**src/rtl/bs_pkg.sv**
```systemverilog
// Shared definitions for the serialized barrel shifter scheduler.
// Holds the data width, the shift op encodings and the sequencing FSM states.
package bs_pkg;
    localparam int W = 8;

    localparam logic [1:0] OP_LSR = 2'b00;
    localparam logic [1:0] OP_LSL = 2'b01;
    localparam logic [1:0] OP_ROR = 2'b10;
    localparam logic [1:0] OP_ASR = 2'b11;

    typedef enum logic [2:0] {
        IDLE = 3'd0,
        ST1  = 3'd1,
        ST2  = 3'd2,
        ST4  = 3'd3,
        DONE = 3'd4
    } state_t;
endpackage

```
**src/rtl/bs_stage.sv**
```systemverilog
// One conditional shift stage of fixed distance SH.
// When en is low the data passes through unchanged.
module bs_stage
    import bs_pkg::*;
#(
    parameter int SH = 1
) (
    input  logic [W-1:0] data,
    input  logic [1:0]   op,
    input  logic         en,
    input  logic         sign,
    output logic [W-1:0] shifted
);
    always_comb begin
        shifted = data;
        if (en) begin
            case (op)
                OP_LSR:  shifted = data >> SH;
                OP_LSL:  shifted = data << SH;
                OP_ROR:  shifted = (data >> SH) | (data << (W - SH));
                default: shifted = (data >> SH) | ({W{sign}} << (W - SH));
            endcase
        end
    end
endmodule

```
**src/rtl/barrel_shift_sched.sv**
```systemverilog
// Round-robin front end for a shared 8-bit shifter applied as 1/2/4 stages
// over three cycles; the result is held until the consumer takes it.
module barrel_shift_sched
    import bs_pkg::*;
#(
    parameter int   W       = 8,
    parameter logic RR_INIT = 1'b1
) (
    input  logic         clk,
    input  logic         rst,
    input  logic         req0_valid,
    output logic         req0_ready,
    input  logic [W-1:0] req0_data,
    input  logic [2:0]   req0_amt,
    input  logic [1:0]   req0_op,
    input  logic         req1_valid,
    output logic         req1_ready,
    input  logic [W-1:0] req1_data,
    input  logic [2:0]   req1_amt,
    input  logic [1:0]   req1_op,
    output logic         out_valid,
    input  logic         out_ready,
    output logic [W-1:0] out_data,
    output logic         out_id
);
    state_t       state_q, state_d;
    logic [W-1:0] data_q, data_d;
    logic [2:0]   amt_q, amt_d;
    logic [1:0]   op_q, op_d;
    logic         id_q, id_d;
    logic         last_grant_q, last_grant_d;

    logic         grant_id;
    logic         accept;
    logic [W-1:0] s1_data, s2_data, s4_data;

    // Each stage sees the working register; sign is stable because ASR keeps bit 7.
    bs_stage #(.SH(1)) u_st1 (.data(data_q), .op(op_q), .en(amt_q[0]), .sign(data_q[W-1]), .shifted(s1_data));
    bs_stage #(.SH(2)) u_st2 (.data(data_q), .op(op_q), .en(amt_q[1]), .sign(data_q[W-1]), .shifted(s2_data));
    bs_stage #(.SH(4)) u_st4 (.data(data_q), .op(op_q), .en(amt_q[2]), .sign(data_q[W-1]), .shifted(s4_data));

    always_comb begin
        state_d      = state_q;
        data_d       = data_q;
        amt_d        = amt_q;
        op_d         = op_q;
        id_d         = id_q;
        last_grant_d = last_grant_q;
        req0_ready   = 1'b0;
        req1_ready   = 1'b0;

        if (req0_valid && !req1_valid) begin
            grant_id = 1'b0;
        end else if (req1_valid && !req0_valid) begin
            grant_id = 1'b1;
        end else begin
            grant_id = !last_grant_q;
        end
        accept = (state_q == IDLE) && (req0_valid || req1_valid) && !rst;

        case (state_q)
            IDLE: begin
                if (accept) begin
                    req0_ready   = !grant_id;
                    req1_ready   = grant_id;
                    data_d       = grant_id ? req1_data : req0_data;
                    amt_d        = grant_id ? req1_amt  : req0_amt;
                    op_d         = grant_id ? req1_op   : req0_op;
                    id_d         = grant_id;
                    last_grant_d = grant_id;
                    state_d      = ST1;
                end
            end
            ST1: begin
                data_d  = s1_data;
                state_d = ST2;
            end
            ST2: begin
                data_d  = s2_data;
                state_d = ST4;
            end
            ST4: begin
                data_d  = s4_data;
                state_d = DONE;
            end
            DONE: begin
                if (out_ready) begin
                    state_d = IDLE;
                end
            end
            default: state_d = IDLE;
        endcase
    end

    always_ff @(posedge clk or posedge rst) begin
        if (rst) begin
            state_q      <= IDLE;
            data_q       <= '0;
            amt_q        <= '0;
            op_q         <= '0;
            id_q         <= 1'b0;
            last_grant_q <= RR_INIT;
        end else begin
            state_q      <= state_d;
            data_q       <= data_d;
            amt_q        <= amt_d;
            op_q         <= op_d;
            id_q         <= id_d;
            last_grant_q <= last_grant_d;
        end
    end

    assign out_valid = (state_q == DONE);
    assign out_data  = data_q;
    assign out_id    = id_q;
endmodule

```
**config.mk**
```make
export PLATFORM = sky130hd
export DESIGN_NAME = barrel_shift_sched
export DESIGN_NICKNAME = d
export VERILOG_FILES = /design/src/rtl/bs_pkg.sv /design/src/rtl/bs_stage.sv /design/src/rtl/barrel_shift_sched.sv
export SDC_FILE = /design/constraint.sdc
export NUM_CORES = 1
export LEC_CHECK = 0
export CAP_MARGIN = 10
export CORE_ASPECT_RATIO = 0.75
export CORE_MARGIN = 3
export CORE_UTILIZATION = 50
export DETAILED_ROUTE_END_ITERATION = 8
export GPL_TIMING_DRIVEN = 0
export PLACE_DENSITY = 0.84
export SKIP_LAST_GASP = 1
export SLEW_MARGIN = 5
export SYNTH_ARGS = -nofsm -noshare
export SYNTH_HDL_FRONTEND = slang
export SYNTH_SLANG_ARGS = --single-unit
```
**constraint.sdc**
```tcl
create_clock -name clk -period 3.39 [get_ports clk]
set_input_delay 1.017 -clock clk [delete_from_list [all_inputs] [get_ports clk]]
set_output_delay 1.017 -clock clk [all_outputs]
set_load 0.03 [all_outputs]
```
==> key figures <==
Run status
  – Status: completed

Power and ir drop
  – Gate power share: 0.651
  – VDD IR max: 0.000544 V
  – Internal Pwr Total: 998 uW
  – Switch Pwr: 921 uW
  – Total power: 1.92 mW
  – Power Density: 975 nW/um2
  – Clock network fraction of total power: 0.093
  – Switching share of power: 0.480
  – Flop pwr share: 0.256
  – Pleak: 0.798 nW

Critical path
  – CP Capture Type: output pin
  – Worst reg2reg startpoint: state_q[2]$_DFFE_PP0P_
  – Worst reg2reg setup slack: 1530 ps
  – CP Max Fanout: 3
  – Critical path's top delay family: buffers and inverters
  – Crit path max-delay cell type: clkdlybuf4s50_1
  – Startpoint Class: input pin
  – CP Class: in -> out
  – Crit path buf inv count: 3
  – R2r endpoint: out_data[6]$_DFFE_PP0P_
  – Critical Path RT: 2370 ps
  – CP cell instances: clkdlybuf4s50_1 > o21ba_2 > nand3b_1 > buf_4 > nor2_4 > buf_6
  – Arrival @ worst endpoint: 2280 ps
  – CP peak stage delay: 500 ps
  – Cells on worst reg2reg path: 6

Die
  – Die width: 67.1 um
  – Core area: 2480 um2
  – Initial Util: 0.564
  – Ports: 43
  – DIE AREA: 3470 um2
  – DIE HEIGHT: 51.8 um
  – Row count: 15

Logic synthesis
  – Synth cell types: 42
  – Synth Area in Adders: 0.0143
  – Yosys reg bits: 18
  – Top-count cell post-synth: dfrtp_1
  – Netlist Area Pre-Place: 1400 um2
  – Mapped Cells: 161
  – Syn_area_per_cell: 8.68 um2
  – Count of warnings emitted by yosys: 0
  – Synth Area in Compound Gates: 0.298
  – Mux cell area share after synthesis: 0.103
  – Post-synth EDFFs: 0
  – Area share of and/or/nand/nor cells after synthesis: 0.203
  – Main synth FF type: dfrtp_1
  – Top cell type's share of synthesized area: 0.304
  – XOR/XNOR share of the synthesized area: 0.00627
  – Synth cell count leaders: 17 x dfrtp_1, 14 x a31oi_1, 11 x mux2i_1, 11 x o21ai_0
  – Area contributors post-synth: dfrtp_1 30%, mux2i_1 7.9%, a31oi_1 6.3%, o21ai_0 3.9%, a21o_1 3.8%
  – Cell taking the most area after synthesis: dfrtp_1
  – Seq/Total Area, Yosys: 0.323
  – Main combinational cell family by area after synthesis: compound AO/OA/AOI/OAI gates
  – Ys async rst share: 1.00
  – Post-synth net total: 192

Routing
  – Top sig layer: met4
  – Post-Route M1 WL: 1810 um
  – Drt first pass iters: 4
  – DR WL/cell: 17.9 um
  – Vias per inst: 6.30
  – Post-route ant nets: 0
  – # DRC: 0
  – Metal2 WL: 2090 um
  – Via count: 1531
  – 1st-iter DRT viols: 126
  – Final WL: 4340 um
  – DR WL met3: 375 um

Run
  – Max-cap violation count: 0

Clocking
  – CTS buffer count: 3
  – Worst-Skew Late Latency: 260 ps
  – Clock tree from TritonCTS: yes
  – Clock root buffer: clkbuf_8
  – CTS Buffer Depth: 2
  – H-tree Lvls: 1
  – Clock transition at path regs: 60 ps
  – Clock Sink Count: 18

Place
  – Number of port buffers: 42
  – GPL Wtd Cong: 0.950
  – Pre-CTS setup slack: -927 ps
  – Placed wire-length estimate: 3140 um
  – Placed cell count: 237

Global routing
  – Initial antenna violation count: 0
  – Vias in the first global route: 1478
  – Total Routing Usage GR: 0.271
  – Largest net degree at the start of global routing: 19
  – Overflow after GRT: 0
  – First-pass GRT wire length: 7070 um

Timing
  – Worst setup margin: 93.8 ps
  – Max Slew Vio Count: 0
  – Fin crit share: 0.972
  – RSZ-0062 raised after global routing: no
  – Min Tclk post-route: 3300 ps
  – Max-slew headroom: 0.542
  – Setup violators final: 0
  – Final hold vios: 0
  – Clock Skew: 8.48 ps
  – Actual slew at the worst max-slew pin: 686 ps
  – FMAX: 303 MHz

Layout
  – # diodes: 0
  – Layout Area Growth over Synthesis: 40.8%
  – Layout fillers: 183
  – Non-filler instance count after layout: 243
  – Register area: 452 um2
  – Multi-input logic area: 902 um2
  – Nets: 241
  – Layout cells sized above 1: 0.139

Hold path
  – Min-delay src: out_id$_DFFE_PP0P_
  – Hold path depth: 1
  – Hold Path End: out_id$_DFFE_PP0P_
  – HP Class: reg -> reg
## cells by family after synthesis
kind of cell | after synthesis
AO/OA/AOI/OAI | 61
multiplexers | 13
AND/OR/NAND/NOR | 50
XOR/XNOR | 1
buffers and inverters | 16
adder cells (fa/ha/maj) | 2
flip-flops | 18
## what timing repair did
action,CTS,global route
hold buffers,0,0
hold endpoints to repair,0,0
setup endpoints to repair,2,2
gates resized for setup,19,9
setup buffers,3,0
pin swaps,0,0
## cell type report
type | count | share of cell area
Multi-Input combinational cell | 127 | 0.458
Sequential cell | 18 | 0.229
Timing Repair Buffer | 45 | 0.224
Buffer | 12 | 0.0331
Clock buffer | 4 | 0.0280
Tap cell | 34 | 0.0216
Inverter | 3 | 0.00572
## per-stage QoR
| stage | utilization | cell area (um2) | TNS, ps | hold WS [ps] |
|---|---|---|---|---|
| 6_report | 0.794 | 1970 | 0 | 501 |
| 5_1_grt | 0.794 | 1970 | 0 | 530 |
| 4_1_cts | 0.789 | 1950 | 0 | 506 |
| 3_5_place_dp | 0.751 | 1860 | -1530 | 491 |
| 3_3_place_gp | 0.751 | 1860 | -1390 | 457 |
| 2_1_floorplan | - | 1400 | 0 | 445 |
## sequential cells by signal, summed over array words and instances (netlist names)
register and flops:
amt_q 3, out_data 8, last_grant_q 1, out_id 1, state_q 3, op_q 2
## worst max-delay path by stage
| stage | from | end | slack (ps) | depth (start not counted) |
|---|---|---|---|---|
| after floorplan | req1_valid | req1_ready | 250 | 3 |
| after global placement | req1_valid | req1_ready | -830 | 5 |
| after detailed placement | req1_valid | req1_ready | -930 | 5 |
| after CTS | req1_valid | req1_ready | 40 | 6 |
| after global routing | req1_valid | req0_ready | 10 | 6 |
| final | req1_valid | req1_ready | 90 | 6 |
## metal layers
metal,up-vias,global-route usage
li1,707,-
met1,729,0.360
met2,87,0.449
met3,8,0.0518
met4,0,0.0741
met5,-,0
## cells in the final DEF, fill, tap and decap left out, drive strengths merged, types with 7 or more instances in the layout
master | Yosys | layout
nand3 | 9 | 9
a21oi | 9 | 9
clkdlybuf4s50 | 0 | 39
mux2i | 11 | 11
nand3b | 7 | 7
clkbuf | 10 | 12
a31oi | 14 | 14
nand2 | 10 | 10
nor2 | 7 | 7
a21o | 7 | 7
dfrtp | 17 | 17
a21boi | 7 | 7
o21ai | 11 | 11
buf | 3 | 9
## power groups by stage
stage / clock (mW) / combinational, mW / sequential [mW]
after floorplan: 0 / 0.771 / 0.525
after global placement: 0 / 1.15 / 0.475
after detailed placement: 0 / 1.19 / 0.479
after CTS: 0.182 / 1.22 / 0.482
after global routing: 0.190 / 1.35 / 0.504
final: 0.179 / 1.25 / 0.492
Note: power is estimated with default switching activity, not from simulation.
